$ cat src/rtl/mem_stage.sv
`default_nettype none
// ============================================================================
// Module   : mem_stage
// Purpose  : Memory/writeback stage between execute and the register file.
//            Each accepted instruction is either an ALU passthrough (1-cycle
//            writeback), a load over a valid/ready data bus, or a store over
//            the same bus. wb_addr/wb_data form the register-file write pair
//            and double as the mem-level forwarding source.
// Ports    : clk, rst            - clock, synchronous active-high reset
//            in_*                - instruction from execute (valid/ready)
//            mem_req_*           - bus request (valid/ready), registered
//            mem_resp_*          - load data return (single-cycle pulse)
//            wb_addr, wb_data    - writeback pair (wb_addr pulses, 0 = none)
//            fault               - misalignment pulse (optional feature)
// Options  : MEM_STAGE_ALIGN_CHECK_EN - when defined, misaligned half/word
//            accesses are dropped and flagged on 'fault'; otherwise the low
//            address bits are silently ignored and fault is held at 0.
// Revision : 1.0 - initial release
// ============================================================================
module mem_stage #(
  parameter int RESP_WIDTH = 32,
  parameter int STRB_WIDTH = 4
) (
  input  logic                  clk,
  input  logic                  rst,
  input  logic                  in_valid,
  output logic                  in_ready,
  input  logic [1:0]            in_op,
  input  logic [3:0]            in_dest,
  input  logic [RESP_WIDTH-1:0] in_result,
  input  logic [RESP_WIDTH-1:0] in_store_data,
  input  logic [1:0]            in_size,
  input  logic                  in_signed,
  output logic                  mem_req_valid,
  input  logic                  mem_req_ready,
  output logic [RESP_WIDTH-1:0] mem_req_addr,
  output logic                  mem_req_we,
  output logic [RESP_WIDTH-1:0] mem_req_wdata,
  output logic [STRB_WIDTH-1:0] mem_req_wstrb,
  input  logic                  mem_resp_valid,
  input  logic [RESP_WIDTH-1:0] mem_resp_data,
  output logic [3:0]            wb_addr,
  output logic [RESP_WIDTH-1:0] wb_data,
  output logic                  fault
);

  localparam logic [1:0] OP_ALU   = 2'b00;
  localparam logic [1:0] OP_LOAD  = 2'b01;
  localparam logic [1:0] OP_STORE = 2'b10;

  localparam logic [1:0] SZ_BYTE  = 2'b00;
  localparam logic [1:0] SZ_HALF  = 2'b01;

  typedef enum logic [1:0] {
    ST_IDLE = 2'd0,
    ST_REQ  = 2'd1,
    ST_WAIT = 2'd2
  } state_e;

  state_e                state_q,     state_d;
  logic                  req_valid_q, req_valid_d;
  logic [RESP_WIDTH-1:0] addr_q,      addr_d;
  logic                  we_q,        we_d;
  logic [RESP_WIDTH-1:0] wdata_q,     wdata_d;
  logic [STRB_WIDTH-1:0] wstrb_q,     wstrb_d;
  logic [1:0]            size_q,      size_d;
  logic                  signed_q,    signed_d;
  logic [3:0]            dest_q,      dest_d;
  logic [3:0]            wb_addr_q,   wb_addr_d;
  logic [RESP_WIDTH-1:0] wb_data_q,   wb_data_d;
  logic                  fault_q,     fault_d;

  // Store formatting: replicate the value into every lane so the strobe
  // alone selects which bytes the memory actually writes.
  logic [RESP_WIDTH-1:0] fmt_wdata;
  logic [STRB_WIDTH-1:0] fmt_wstrb;

  always_comb begin
    fmt_wdata = in_store_data;
    fmt_wstrb = 4'b1111;
    case (in_size)
      SZ_BYTE: begin
        fmt_wdata = {4{in_store_data[7:0]}};
        fmt_wstrb = 4'b0001 << in_result[1:0];
      end
      SZ_HALF: begin
        fmt_wdata = {2{in_store_data[15:0]}};
        fmt_wstrb = in_result[1] ? 4'b1100 : 4'b0011;
      end
      default: begin
        fmt_wdata = in_store_data;
        fmt_wstrb = 4'b1111;
      end
    endcase
  end

  // Load extraction uses the address/size/sign latched at acceptance.
  logic [RESP_WIDTH-1:0] resp_shift;
  logic [15:0]           resp_half;
  logic [RESP_WIDTH-1:0] load_value;

  always_comb begin
    resp_shift = mem_resp_data >> {addr_q[1:0], 3'b000};
    resp_half  = addr_q[1] ? mem_resp_data[31:16] : mem_resp_data[15:0];
    case (size_q)
      SZ_BYTE: load_value = {{24{signed_q & resp_shift[7]}}, resp_shift[7:0]};
      SZ_HALF: load_value = {{16{signed_q & resp_half[15]}}, resp_half};
      default: load_value = mem_resp_data;
    endcase
  end

  logic misaligned;
`ifdef MEM_STAGE_ALIGN_CHECK_EN
  assign misaligned = ((in_size == SZ_HALF) && in_result[0]) ||
                      (in_size[1] && (in_result[1:0] != 2'b00));
`else
  assign misaligned = 1'b0;
`endif

  always_comb begin
    state_d     = state_q;
    req_valid_d = req_valid_q;
    addr_d      = addr_q;
    we_d        = we_q;
    wdata_d     = wdata_q;
    wstrb_d     = wstrb_q;
    size_d      = size_q;
    signed_d    = signed_q;
    dest_d      = dest_q;
    wb_addr_d   = 4'd0;        // writeback address is a single-cycle pulse
    wb_data_d   = wb_data_q;
    fault_d     = 1'b0;

    case (state_q)
      ST_IDLE: begin
        if (in_valid) begin
          if (in_op == OP_ALU) begin
            wb_addr_d = in_dest;
            if (in_dest != 4'd0) wb_data_d = in_result;
          end else if ((in_op == OP_LOAD) || (in_op == OP_STORE)) begin
            if (misaligned) begin
              fault_d = 1'b1;
            end else begin
              state_d     = ST_REQ;
              req_valid_d = 1'b1;
              addr_d      = in_result;
              we_d        = (in_op == OP_STORE);
              wdata_d     = (in_op == OP_STORE) ? fmt_wdata : '0;
              wstrb_d     = (in_op == OP_STORE) ? fmt_wstrb : '0;
              size_d      = in_size;
              signed_d    = in_signed;
              dest_d      = in_dest;
            end
          end
        end
      end
      ST_REQ: begin
        if (mem_req_ready) begin
          req_valid_d = 1'b0;
          // Stores complete on acceptance; only loads wait for data.
          state_d     = we_q ? ST_IDLE : ST_WAIT;
        end
      end
      ST_WAIT: begin
        if (mem_resp_valid) begin
          wb_addr_d = dest_q;
          if (dest_q != 4'd0) wb_data_d = load_value;
          state_d   = ST_IDLE;
        end
      end
      default: state_d = ST_IDLE;
    endcase
  end

  always_ff @(posedge clk) begin
    if (rst) begin
      state_q     <= ST_IDLE;
      req_valid_q <= 1'b0;
      addr_q      <= '0;
      we_q        <= 1'b0;
      wdata_q     <= '0;
      wstrb_q     <= '0;
      size_q      <= 2'b00;
      signed_q    <= 1'b0;
      dest_q      <= 4'd0;
      wb_addr_q   <= 4'd0;
      wb_data_q   <= '0;
      fault_q     <= 1'b0;
    end else begin
      state_q     <= state_d;
      req_valid_q <= req_valid_d;
      addr_q      <= addr_d;
      we_q        <= we_d;
      wdata_q     <= wdata_d;
      wstrb_q     <= wstrb_d;
      size_q      <= size_d;
      signed_q    <= signed_d;
      dest_q      <= dest_d;
      wb_addr_q   <= wb_addr_d;
      wb_data_q   <= wb_data_d;
      fault_q     <= fault_d;
    end
  end

  assign in_ready      = (state_q == ST_IDLE);
  assign mem_req_valid = req_valid_q;
  assign mem_req_addr  = addr_q;
  assign mem_req_we    = we_q;
  assign mem_req_wdata = wdata_q;
  assign mem_req_wstrb = wstrb_q;
  assign wb_addr       = wb_addr_q;
  assign wb_data       = wb_data_q;
  assign fault         = fault_q;

endmodule
`default_nettype wire

$ cat config.mk
export PLATFORM = sky130hd
export DESIGN_NAME = mem_stage
export DESIGN_NICKNAME = d
export VERILOG_FILES = /design/src/rtl/mem_stage.sv
export SDC_FILE = /design/constraint.sdc
export NUM_CORES = 1
export LEC_CHECK = 0
export CORE_ASPECT_RATIO = 0.5
export CORE_MARGIN = 8
export CORE_UTILIZATION = 44
export DETAILED_ROUTE_END_ITERATION = 8
export GPL_TIMING_DRIVEN = 1
export HOLD_SLACK_MARGIN = 0.03
export PLACE_DENSITY = 0.83
export SYNTH_ARGS = -nofsm -noshare
export SYNTH_HDL_FRONTEND = slang
export SYNTH_SLANG_ARGS = --single-unit
$ cat constraint.sdc
create_clock -name clk -period 2.12 [get_ports clk]
set_clock_uncertainty 0.15 [all_clocks]
set_input_delay 0.318 -clock clk [delete_from_list [all_inputs] [get_ports clk]]
set_output_delay 0.318 -clock clk [all_outputs]
set_load 0.05 [all_outputs]
# Word level (Yosys, flattened, before mapping)
# Cells that the tools add are included.
dict set report word_totals {
  inputBits 110
  register_bits 115
  wordCells 72
  output_inout_bits 108
}
dict set report classes {
  shifts 2
  n_bitwise 3
  n_reduce_logical 13
  n_eq_ne 14
  mux 29
}
# op count
set ops {}
lappend ops {{two-way mux 32 bit} 6}
lappend ops {{one-hot mux 32 bit (2 select lines)} 3}
lappend ops {{>> shifter 32 x 5 -> 8 bit} 1}
lappend ops {{two-way mux 4 bit} 5}
lappend ops {{two-way mux 16 bit} 1}
lappend ops {{one-hot mux 4 bit (2 select lines)} 2}
lappend ops {{two-way mux 2 bit} 6}
lappend ops {{!= test 2 bit (second input constant)} 5}
lappend ops {{AND reduction 5 bit} 2}
lappend ops {{equality test 2 x 1 -> 1 bit (second input constant)} 4}
lappend ops {{logical NOT 2 bit} 4}
lappend ops {{nonzero test 4 bit} 2}
lappend ops {{!= test 2 x 1 -> 1 bit (second input constant)} 3}
lappend ops {{one-hot mux 2 bit (3 select lines)} 1}
lappend ops {{AND reduction 6 bit} 1}
lappend ops {{equality test 2 bit (second input constant)} 2}
lappend ops {{two-way mux 1 bit} 4}
lappend ops {{AND reduction 4 bit} 1}
lappend ops {{nonzero test 2 bit} 2}
lappend ops {{left shift 1 x 2 -> 4 bit (first input constant)} 1}
lappend ops {{AND 1 bit} 2}
lappend ops {{one-hot mux 1 bit (2 select lines)} 1}
lappend ops {{logical OR 1 bit} 1}
lappend ops {{inverter 1 bit} 1}

# Depth between registers and ports, before layout
dict set report logic_depth {
  depth_word 6
  mapped_depth 9
}

# Worst setup path before layout
# Ideal clock, no wire load.
dict set report synth_timing {
  path_type {reg-to-reg}
  startpoint {register addr_q[1] (netlist: mem_req_addr[1])}
  endpoint {register wb_data_q[25] (netlist: wb_data[25])}
  path_stages_with_launch 7
  n_path_buf 2
  arrival_time_ps 1857
  required_time_ps 1846
  path_slack_ps -11
  setup_ps 124
  cell_sequence {dfxtp_1 > buf_2 > mux2i_1 > o22ai_2 > buf_4 > a21oi_1 > o32ai_1}
}
dict set report synth_between {
  elab_chain_cells 6
}
# element line
set synth_lines {}
lappend synth_lines {{start, declared} 62} ;# logic [RESP_WIDTH-1:0] addr_q, addr_d;
lappend synth_lines {{start signal, assigned} 192} ;# addr_q <= addr_d;
lappend synth_lines {{>> shifter 32 x 5 -> 8 bit / two-way mux 16 bit (equally long branches)} {103, 104}}
lappend synth_lines {{AND 1 bit (on tied branches)} {106, 107}}
lappend synth_lines {{one-hot mux 32 bit (2 select lines) (*)} 105} ;# case (size_q)
lappend synth_lines {{two-way mux 32 bit (*)} 167} ;# if (dest_q != 4'd0) wb_data_d = load_value;
lappend synth_lines {{two-way mux 32 bit (*)} 165} ;# if (mem_resp_valid) begin
lappend synth_lines {{one-hot mux 32 bit (2 select lines) (*)} 134} ;# case (state_q)
lappend synth_lines {{end signal, assigned} 200} ;# wb_data_q <= wb_data_d;
lappend synth_lines {{end, declared} 70} ;# logic [RESP_WIDTH-1:0] wb_data_q, wb_data_d;
# Every way passes the cells marked *; elsewhere a longest branch is shown, timed or not. The select of a mux whose other input is x is not followed.
# A chain may end at the register's enable or synchronous reset.

# Worst setup path after layout
dict set report layout_timing {
  startpoint {register wdata_q[30] (netlist: mem_req_wdata[30])}
  endpoint {output port mem_req_wdata[30]}
}
# element line
set layout_lines {}
lappend layout_lines {{start, declared} 64} ;# logic [RESP_WIDTH-1:0] wdata_q, wdata_d;
lappend layout_lines {{start signal, assigned} 194} ;# wdata_q <= wdata_d;
lappend layout_lines {{end, declared} 38} ;# output logic [RESP_WIDTH-1:0] mem_req_wdata,
# No word-level cell between the ends.

==> impl_results.md <==
* Initial antenna violation count at 0
* Gp weighted congestion at 0.9134
* Nets at between 1,000 and 1,500
* Hold EP: wb_data[13]
* Largest net degree at the start of global routing at 101
* Core Box Area at roughly 13,000 um^2
* Drt initial violations at roughly 570
* CTS sink cnt at 115
* Area contributors post-synth: dfxtp_1 41%, nand2_1 8.9%, a21oi_1 7.8%, mux2i_1 4.6%, nor2_1 3.8%
* Max cap viols at 0
* Final worst path period share at 97.46%
* Critical Path RT at about 1.7 ns
* Final core area utilization at a little over two thirds
* Share of the synthesized area in the top cell type at about two fifths
* Multi-input gate area at between 3000 and 4000 um^2
* Min-Delay Path Depth at 5
* Post-synthesis cell count at 730
* Skew-Pair Late Insertion Delay at 0.40 ns
* Post-DRT Antenna Nets at 0
* Most frequent cell after synthesis: nand2_1
* Arrival time worst endpoint at 1.60 ns
* Distinct cells, synth at 48
* Fill count at between 900 and 1,000
* Synth Register Bits at approximately 120
* Setup CP Type: flip-flop to output port
* Post-synth EDFFs at 0
* FF+latch area at around 2300 um^2
* Share of cells above drive strength 1 at 10.75%
* CP Max Fanout at 2
* Area grow syn2layout at 55.93%
* Die W at roughly 180 um
* Die Ht at 96.35 um
* Initial Util at about 45%
* Via Count at about 6,200
* CTS tree: done
* Power Dens Cells at 733.4 nW/um^2
* CP endpoint kind: output port
* Final HPWL DP at about 15,000 um
* Clk slew on worst S/H paths at ~0.060 ns
* Worst r2r path cells at 5
* Antenna diode count at 0
* Fmax at 484.0 MHz
* Mapped Avg Cell Area at ~7.8 um^2
* Status: finished clean
* Yosys warns at 0
* Pre-CTS setup slack at -0.2890 ns
* Final wirelength at approximately 21,000 um
* Ports at approximately 220
* Startpoint types: flip-flop
* First-pass GRT wire length at 32,120 um
* Hold_sp: rst
* Total Routing Usage GR at 23.64%
* H-tree lvl count at 4
* Die Area at roughly 17,000 um^2
* Post-CTS sizing at 0
* Delay of the slowest critical-path stage at ~0.82 ns
* Num rows at 29
* Worst r2r src: signed_q
* Ys async rst share at 0%
* Post-Syn Area at approximately 5700 um^2
* Most instantiated cells after synthesis: 134 x nand2_1, 115 x dfxtp_1, 88 x a21oi_1
* Worst Hold Class: primary input to flip-flop
* Minimum clock period at 2.066 ns
* RSZ-0062 raised after global routing: no
* Postcts setup bufs at 0
* Maximum vdd ir drop at between 500 and 600 uV
* Final setup margin at 0.05386 ns
* Hold WS at around 0.28 ns
* CTS max path bufs at 2
* Vias in the first global route at 6,130
* Leading register cell type out of synthesis: dfxtp_1
* Crit path cell chain: clkdlybuf4s50_1
* DR WL/cell at ~19 um
* Post-Syn Nets at ~840
* Worst Max-Slew Pin Slew at between 0.5 and 0.6 ns
* Pleak at ~0.0032 uW
* DRC at 0
* R2r setup slk at about 0.16 ns
* Worst path slowest cell: clkdlybuf4s50_1
* CTS Buf Count at 17
* Fin. Hold Viols at 0
* Crit path buf inv count at 1
* Grt ovf at 0
* Root buf cell: clkbuf_16
* Vias per cell at roughly 5.5
* Worst R2R End: wb_data[27]
* Port Buffers at around 220
* Worst path top cell family by delay: buffers and inverters
* Post-synthesis sequential area ratio at between 40% and 50%
* Finished Cell Area at between 8000 and 9000 um^2
* Final setup violating endpoints at 0
* Detailed Routing Iterations Pass 1 at 5
* Hold-fix buffers, CTS at 0
* Placed Area at 8263 um^2
* Area leader, netlist: dfxtp_1
* Fin. max-slew vios at 0
* Max-slew headroom at about 60%
-- layer usage --
| layer | vias up | global-route usage, % | share of wire, % |
|---|---|---|---|
| li1 | 3001 | - | - |
| met1 | 2925 | 28.62 | 43 |
| met2 | 231 | 41.38 | 48 |
| met3 | 28 | 6.382 | 7.1 |
| met4 | 0 | 6.463 | 1.5 |
| met5 | - | 0 | 0 |
-- power by group --
group / total, uW / leakage [uW] / switching, uW / internal, uW
clock network: 2870 / 0.000280 / 1020 / 1850
registers: 2300 / 0.000934 / 54.5 / 2250
logic: 1320 / 0.00199 / 763 / 556
total: 6500 / 0.00320 / 1840 / 4660
-- through the flow --
step	total power, uW	TNS [ns]	std cells
5_1_grt	6702	0	1128
3_3_place_gp	3627	-18.20	1098
4_1_cts	6509	0	1128
2_1_floorplan	3047	0	730
6_report	6495	0	1128
3_5_place_dp	3649	-21.28	1098
-- kinds of logic after synthesis --
logic type	after synthesis	synth area share, %
muxes	35	6.366
buffers and inverters	90	6.652
AOI/OAI and AO/OA	212	23.83
and+or+nand+nor	275	22.11
DFF	115	40.53
adders and majority gates	2	0.4405
other	1	0.06602
-- tightest hold or removal path, cell delays in order --
cell	delay (ns)
buf_4	0.10
nor2_1	0.04
buf_4	0.15
nand4_1	0.08
o211ai_1	0.08
-- how the worst max path moves through the flow --
stage | startpoint | endpoint | cells past startpoint
6_report | mem_req_wdata[30] | mem_req_wdata[30] | 1
2_1_floorplan | mem_req_addr[0] | wb_data[20] | 5
3_3_place_gp | in_op[0] | mem_req_wstrb[0] | 7
3_5_place_dp | in_op[0] | wb_data[27] | 9
4_1_cts | mem_req_we | mem_req_we | 1
5_1_grt | mem_req_valid | mem_req_valid | 1
-- final cells by class --
type	count	area share, %
timing repair buffer	265	29.92
multi-input combinational	525	34.14
clock buffer	19	5.001
clock inverter	11	1.554
sequential	115	26.01
inverter	23	0.9747
tap	170	2.401
-- registers in the layout, summed over array words and instances (netlist names) --
register and cells:
signed_q 1, wb_addr 4, mem_req_we 1, size_q 2, dest_q 4, mem_req_wdata 32, state_q 2, mem_req_wstrb 4
mem_req_valid 1, mem_req_addr 32, wb_data 32
-- placed cells by master, fill, tap and decap left out, drive strengths merged, types with 10 or more instances in the layout --
master,instances
clkdlybuf4s50,210
nand2,134
dfxtp,115
a21oi,88
nor2,58
buf,53
o21ai,32
mux2i,26
inv,21
clkbuf,19
nand2b,18
o211ai,17
o32ai,17
o22ai,16
nor2b,10
Note: power is estimated with default switching activity, not from simulation.
==> RTL change 1: new RTL, config.mk and constraints unchanged <==
The option `MEM_STAGE_ALIGN_CHECK_EN` is turned on by a define.
--- a/src/rtl/mem_stage.sv
+++ b/src/rtl/mem_stage.sv
@@ -19,2 +19,4 @@
 // ============================================================================
+`define MEM_STAGE_ALIGN_CHECK_EN
+
 module mem_stage #(
Check against the original RTL: not equivalent (Yosys sat finds a counterexample within 4 cycles, from zero or initial values and one cycle with rst high).
==> RTL change 1 against the original RTL <==
Total power is 7.3% lower; area after synthesis is 2.4% lower; sequential cell count is 1 higher; largest power group unchanged; clock power is 8.4% lower; critical endpoint is now mem_req_valid; setup slack worse by 0.015 ns; routed wire length is 3.0% lower; register-to-register slack worse by 0.04 ns; cell area is 2.2% lower; global-route usage is 0.38 points higher; die area is 2.1% lower.
==> RTL change 1: results (changes against the original RTL) <==
----------------------------------------------------
[Power]
  Leakage dissipation ... 0.00310 uW (-3.1%)
  Cell Int Power ... 4330 uW (-7.0%)
  Worst VDD drop ... 531 uV (-7.0%)

[Drt]
  Routed wire length ... 20500 um (-3.0%)
  Routed Antenna Nets ... 0 (unchanged)
  Starting DRT DRC Count ... 384 (-32%)
  Top layer reached by signal wires ... met4
  Routed length on met2 ... 10200 um (+0.42%)
  Met3 wire length ... 1700 um (+15%)
  Met1 wire length ... 7980 um (-12%)
  Length of the first detailed-routing pass in iterations ... 5 (unchanged)
  Ratio of routed vias to standard cells ... 5.66 (+3.2%)

[Cells and area]
  FILL cells ... 972 (-1.0%)
  Fin nets ... 1021 (-3.6%)
  Fraction of final layout cells with drive strength greater than 1 ... 13.4% (+2.7 points)
  Diodes inserted ... 0 (unchanged)

[Clock network]
  Number of buffers on the longest clock path ... 2 (unchanged)
  Clock transition at path regs ... 0.06 ns (about the same)
  Number of buffers added by the clock tree synthesis step ... 17 (unchanged)
  Post-CTS sizing ... 0 (unchanged)
  H-tree depth ... 4 (unchanged)
  Insertion delay of the later-clocked pin in the worst-skew pair ... 0.40 ns (about the same)
  Post-CTS setup buffers ... 0 (unchanged)
  Cell at the root of the clock tree ... sky130_fd_sc_hd__clkbuf_16

[Placed design]
  HPWL after DPL ... 15100 um (-1.8%)
  Count of port buffers added during placement ... 217 (+0.46%)
  Cell area reported after detailed placement ... 8090 um^2 (-2.0%)
  Weighted congestion reported at the end of routability-driven placement ... 0.868 (-5.0%)

[Synth]
  Synth Warn # ... 0 (unchanged)
  Share of synthesized area occupied by flip-flops and latches ... 41.9% (+1.3 points)
  Share of synthesized registers carrying an async set or reset ... 0% (unchanged)
  Commonest register cell after synthesis ... sky130_fd_sc_hd__dfxtp_1
  Top area cells in the synthesized netlist ... sky130_fd_sc_hd__dfxtp_1 42%, sky130_fd_sc_hd__nand2_1 11%, sky130_fd_sc_hd__a21oi_1 8.1%
  Most used standard cells in the synthesized netlist ... 162 x sky130_fd_sc_hd__nand2_1, 116 x sky130_fd_sc_hd__dfxtp_1, 90 x sky130_fd_sc_hd__a21oi_1
  Synth Net Count ... 799 (-5.1%)
  Synth cell types ... 51 (+6.3%)

[Critical path]
  Worst R2R Setup Slack ... 0.12 ns (-0.04 ns)
  Max stage delay on crit path ... around 0.83 ns
  Dominant delay contributor by cell family on the critical path ... buffers and inverters
  Cell with the largest stage delay on the worst path ... sky130_fd_sc_hd__clkdlybuf4s50_1
  Arrival time worst endpoint ... 1.61 ns
  Critical-path maximum fanout ... 3 (+1)

[Worst hold path]
  Hold WC Path Type ... in -> reg

[Global routing]
  Initial antenna violation count ... 0 (unchanged)
  Overall routing resource usage ... 24.0% (+0.38 points)
  Largest net degree at the start of global routing ... 66 (-35%)
  Wire length of the first global-routing pass ... 32200 um (+0.36%)
  Vias in the first global route ... 6198 (+1.1%)

[STA]
  Worst Hold Margin ... 0.194 ns (-0.0817 ns)
  Relative slew slack ... 46.2% (-15 points)
  Setup violators final ... 0 (unchanged)

[Outcome]
  Result of the run ... finished clean

----------------------------------------------------
==> RTL change 1: cell types whose count changed in the layout (fill, tap and decap cells not counted), sizes merged, moves of 12 or more <==
cell	before	now
nand2b	18	6
nand2	134	164
a221oi	0	18
inv	21	8
o22ai	16	0
o211ai	17	3
nor2	58	40
nand3	8	40
o32ai	17	0
o31ai	0	16
mux2i	26	12
==> RTL change 1: cell type report <==
type,count,area [um^2],area share [%]
multi-input cells,501,2930,33.8
clock buffers,19,433,5.00
flip-flops and latches,116,2320,26.8
well taps,170,213,2.45
inverters,8,30.0,0.347
clock inverters,13,111,1.29
repair buffers,265,2630,30.3
==> RTL change 1: worst paths after layout <==
kind                                 startpoint                            end  cells past startpoint
hold / removal                              rst  mem_req_addr[14]$_SDFFE_PP0P_                      2
setup / recovery     mem_req_valid$_SDFFE_PP0P_                  mem_req_valid                      1
setup reg to reg   mem_req_addr[1]$_SDFFE_PP0P_       wb_data[23]$_SDFFE_PP0P_                      4
hold reg to reg   mem_req_wdata[3]$_SDFFE_PP0P_  mem_req_wdata[3]$_SDFFE_PP0P_                      2
==> RTL change 1: cell families after synthesis <==
family | share of synthesized area, %
compound gates | 21.9
fa+ha+maj | 0.451
buf+inv | 5.62
flops | 41.9
mux | 8.32
simple gates | 21.8
==> RTL change 1: metal layers <==
layer  global-route usage, %  vias up
li1                        -     2876
met1                    28.1     2940
met2                    41.7      319
met3                    6.48       47
met4                    10.5        0
met5                       0        -
==> RTL change 1: stage by stage <==
| step | cells | setup slack, ns | setup TNS (ns) |
|---|---|---|---|
| after floorplan | 687 | 0.147 | 0 |
| after global placement | 1060 | -0.222 | -18.91 |
| after detailed placement | 1060 | -0.379 | -28.02 |
| after CTS | 1092 | 0.0253 | 0 |
| after global routing | 1092 | -0.00142 | -0.00142 |
| final | 1092 | 0.0385 | 0 |
==> RTL change 1: power by group through the flow <==
stage / registers [uW] / clock network [uW] / logic [uW]
after detailed placement: 2330 / 0 / 1070
after floorplan: 2520 / 0 / 362
after global placement: 2330 / 0 / 1060
final: 2290 / 2630 / 1090
after global routing: 2300 / 2780 / 1150
after CTS: 2290 / 2670 / 1080
==> RTL change 2: new RTL, config.mk and constraints unchanged <==
Without the edit above. Re-encode `state_e` (3 states) as one-hot, 3 bits wide.
--- a/src/rtl/mem_stage.sv
+++ b/src/rtl/mem_stage.sv
@@ -53,6 +53,6 @@
 
-  typedef enum logic [1:0] {
-    ST_IDLE = 2'd0,
-    ST_REQ  = 2'd1,
-    ST_WAIT = 2'd2
+  typedef enum logic [2:0] {
+    ST_IDLE = 3'b001,
+    ST_REQ  = 3'b010,
+    ST_WAIT = 3'b100
   } state_e;
Check against the original RTL: no difference found for any inputs over 4 cycles, from zero or initial values and one cycle with rst high; so few cycles prove little.
==> RTL change 2 against the original RTL <==
Cell area fell by 1.8%; setup slack lost 0.017 ns; routed wire length decreased by 0.35%; utilization grew 2.4 points; die area shrank 3.1%; sequential cell count rose by 1; total power decreased by 0.38%; area after synthesis decreased by 3.5%; hold slack worse by 0.027 ns; largest power group unchanged.
==> RTL change 2: results (changes against the original RTL) <==
----------------------------------------------------
[Critical path]
  Launching element of the worst setup path ... mem_req_wstrb[2]$_SDFFE_PP0P_
  Cell with the largest stage delay on the worst path ... sky130_fd_sc_hd__clkdlybuf4s50_1
  Arrival time worst endpoint ... 1.62 ns (+0.02 ns)
  Max stage delay on crit path ... 0.85 ns (+0.03 ns)
  Reg-to-reg critical path startpoint ... dest_q[3]$_SDFFE_PP0P_
  Dominant delay contributor by cell family on the critical path ... buffers and inverters
  Reg2Reg Depth ... 7 (+2)
  Critical-path maximum fanout ... 2 (unchanged)

[Cells and area]
  Number of standard cells in the final layout excluding fillers ... 1092 (-3.2%)
  Fraction of the core area covered by cells at the end of the flow ... 72.6% (+2.4 points)
  FILL cells ... 877 (-11%)
  Fin nets ... 1027 (-3.0%)
  Fraction of final layout cells with drive strength greater than 1 ... 14.0% (+3.3 points)

[STA]
  Setup violators final ... 0 (unchanged)
  Worst Max-Slew Pin Slew ... 0.614 ns (+0.0396 ns)

[Clock network]
  Insertion delay of the later-clocked pin in the worst-skew pair ... just over 0.4 ns
  Clock transition at path regs ... 0.06 ns (about the same)
  H-tree depth ... 4 (unchanged)
  Cell at the root of the clock tree ... sky130_fd_sc_hd__clkbuf_16
  Number of buffers added by the clock tree synthesis step ... 17 (unchanged)
  Number of buffers on the longest clock path ... 2 (unchanged)

[Global routing]
  Largest net degree at the start of global routing ... 52 (-49%)
  Vias in the first global route ... 6168 (+0.62%)
  Overall routing resource usage ... 23.8% (+0.20 points)
  Wire length of the first global-routing pass ... 32000 um (-0.50%)
  Initial antenna violation count ... 0 (unchanged)

[Placed design]
  Count of port buffers added during placement ... 216 (unchanged)
  HPWL after DPL ... 15000 um (-2.8%)
  Weighted congestion reported at the end of routability-driven placement ... 0.847 (-7.2%)
  Cell area reported after detailed placement ... 8030 um^2 (-2.9%)

[Worst hold path]
  Number of cells on the worst hold path ... 2 (-3)
  Hold wc startpoint ... rst
  Hold WC Path Type ... in -> reg

[Drt]
  Starting DRT DRC Count ... 520 (-8.1%)
  Length of the first detailed-routing pass in iterations ... 7 (+2)
  Routed wire length ... 21000 um (-0.35%)
  Ratio of routed vias to standard cells ... 5.62 (+2.4%)

[Synth]
  Commonest register cell after synthesis ... sky130_fd_sc_hd__dfxtp_1
  Gate count of the mapped netlist ... 693 (-5.1%)
  Synth cell types ... 46 (-4.2%)
  Top area cells in the synthesized netlist ... sky130_fd_sc_hd__dfxtp_1 42%, sky130_fd_sc_hd__nand2_1 11%, sky130_fd_sc_hd__a21oi_1 11%
  Synth Net Count ... 805 (-4.4%)
  Share of synthesized registers carrying an async set or reset ... 0% (unchanged)
  Most used standard cells in the synthesized netlist ... 166 x sky130_fd_sc_hd__nand2_1, 122 x sky130_fd_sc_hd__a21oi_1, 116 x sky130_fd_sc_hd__dfxtp_1
  Share of synthesized area occupied by flip-flops and latches ... 42.4% (+1.8 points)
  Synth Warn # ... 0 (unchanged)

[Power]
  Leakage dissipation ... 0.00311 uW (-3.0%)
  Worst VDD drop ... 545 uV (-4.5%)

[Outcome]
  Result of the run ... finished clean

----------------------------------------------------
RTL change 2: cell count changes after synthesis, moves of 9 or more:
cell,delta
sky130_fd_sc_hd__a21oi_1,+34
sky130_fd_sc_hd__o31ai_1,+16
sky130_fd_sc_hd__nand3_1,+23
sky130_fd_sc_hd__o22ai_1,-13
sky130_fd_sc_hd__nor2_1,-25
sky130_fd_sc_hd__nand2b_1,-14
sky130_fd_sc_hd__mux2_2,+9
sky130_fd_sc_hd__inv_1,-14
sky130_fd_sc_hd__o21ai_0,-14
sky130_fd_sc_hd__o32ai_1,-17
sky130_fd_sc_hd__nand2_1,+32
RTL change 2: repair_timing:
action	4_1_cts	5_1_grt
resized for setup	0	7
buffers inserted	0	1
hold buffers	0	0
hold endpoints to repair	0	0
setup endpoints to repair	0	15
RTL change 2: final cells by class:
class	count	area, um^2	area share, %
Timing Repair Buffer	263	2650	30.4
Clock inverter	12	133	1.52
Clock buffer	19	443	5.09
Sequential cell	116	2330	26.8
Multi-Input combinational cell	509	2910	33.5
Inverter	8	30.0	0.345
Tap cell	165	206	2.37
RTL change 2: logic make-up (layout without fill, tap and decap cells):
family,after synthesis,after routing,share of synthesized area (%)
other cells,1,1,0.0684
fa+ha+maj,2,2,0.456
simple gates,254,255,19.9
compound gates,210,210,23.7
buf+inv,69,302,5.52
flops,116,116,42.4
mux,41,41,7.90
RTL change 2: worst paths after layout:
check                                        end  slack (ns)
setup / recovery                mem_req_wstrb[2]        0.04
hold / removal    mem_req_wdata[30]$_SDFFE_PP0P_        0.25
setup reg to reg        wb_data[17]$_SDFFE_PP0P_        0.13
hold reg to reg   mem_req_wdata[16]$_SDFFE_PP0P_        0.30
RTL change 2: metal layers:
layer | track usage [%] | wire length (um) | vias to the layer above
li1 | - | - | 2877
met1 | 25.8 | 8050 | 2893
met2 | 42.4 | 10500 | 297
met3 | 7.73 | 1770 | 67
met4 | 12.1 | 729 | 0
met5 | 0 | 0 | -
RTL change 2: metrics by stage:
step	total power, uW	worst slack [ns]
after CTS	6430	0.0192
after detailed placement	3620	-0.335
after global routing	6650	-0.0327
final	6470	0.0364
after global placement	3590	-0.290
after floorplan	3040	-0.0469
RTL change 2: report_power, final:
group	switching (uW)	total, uW	internal, uW
registers	56.1	2330	2270
logic	749	1300	555
clock network	1090	2840	1750
total	1890	6470	4580
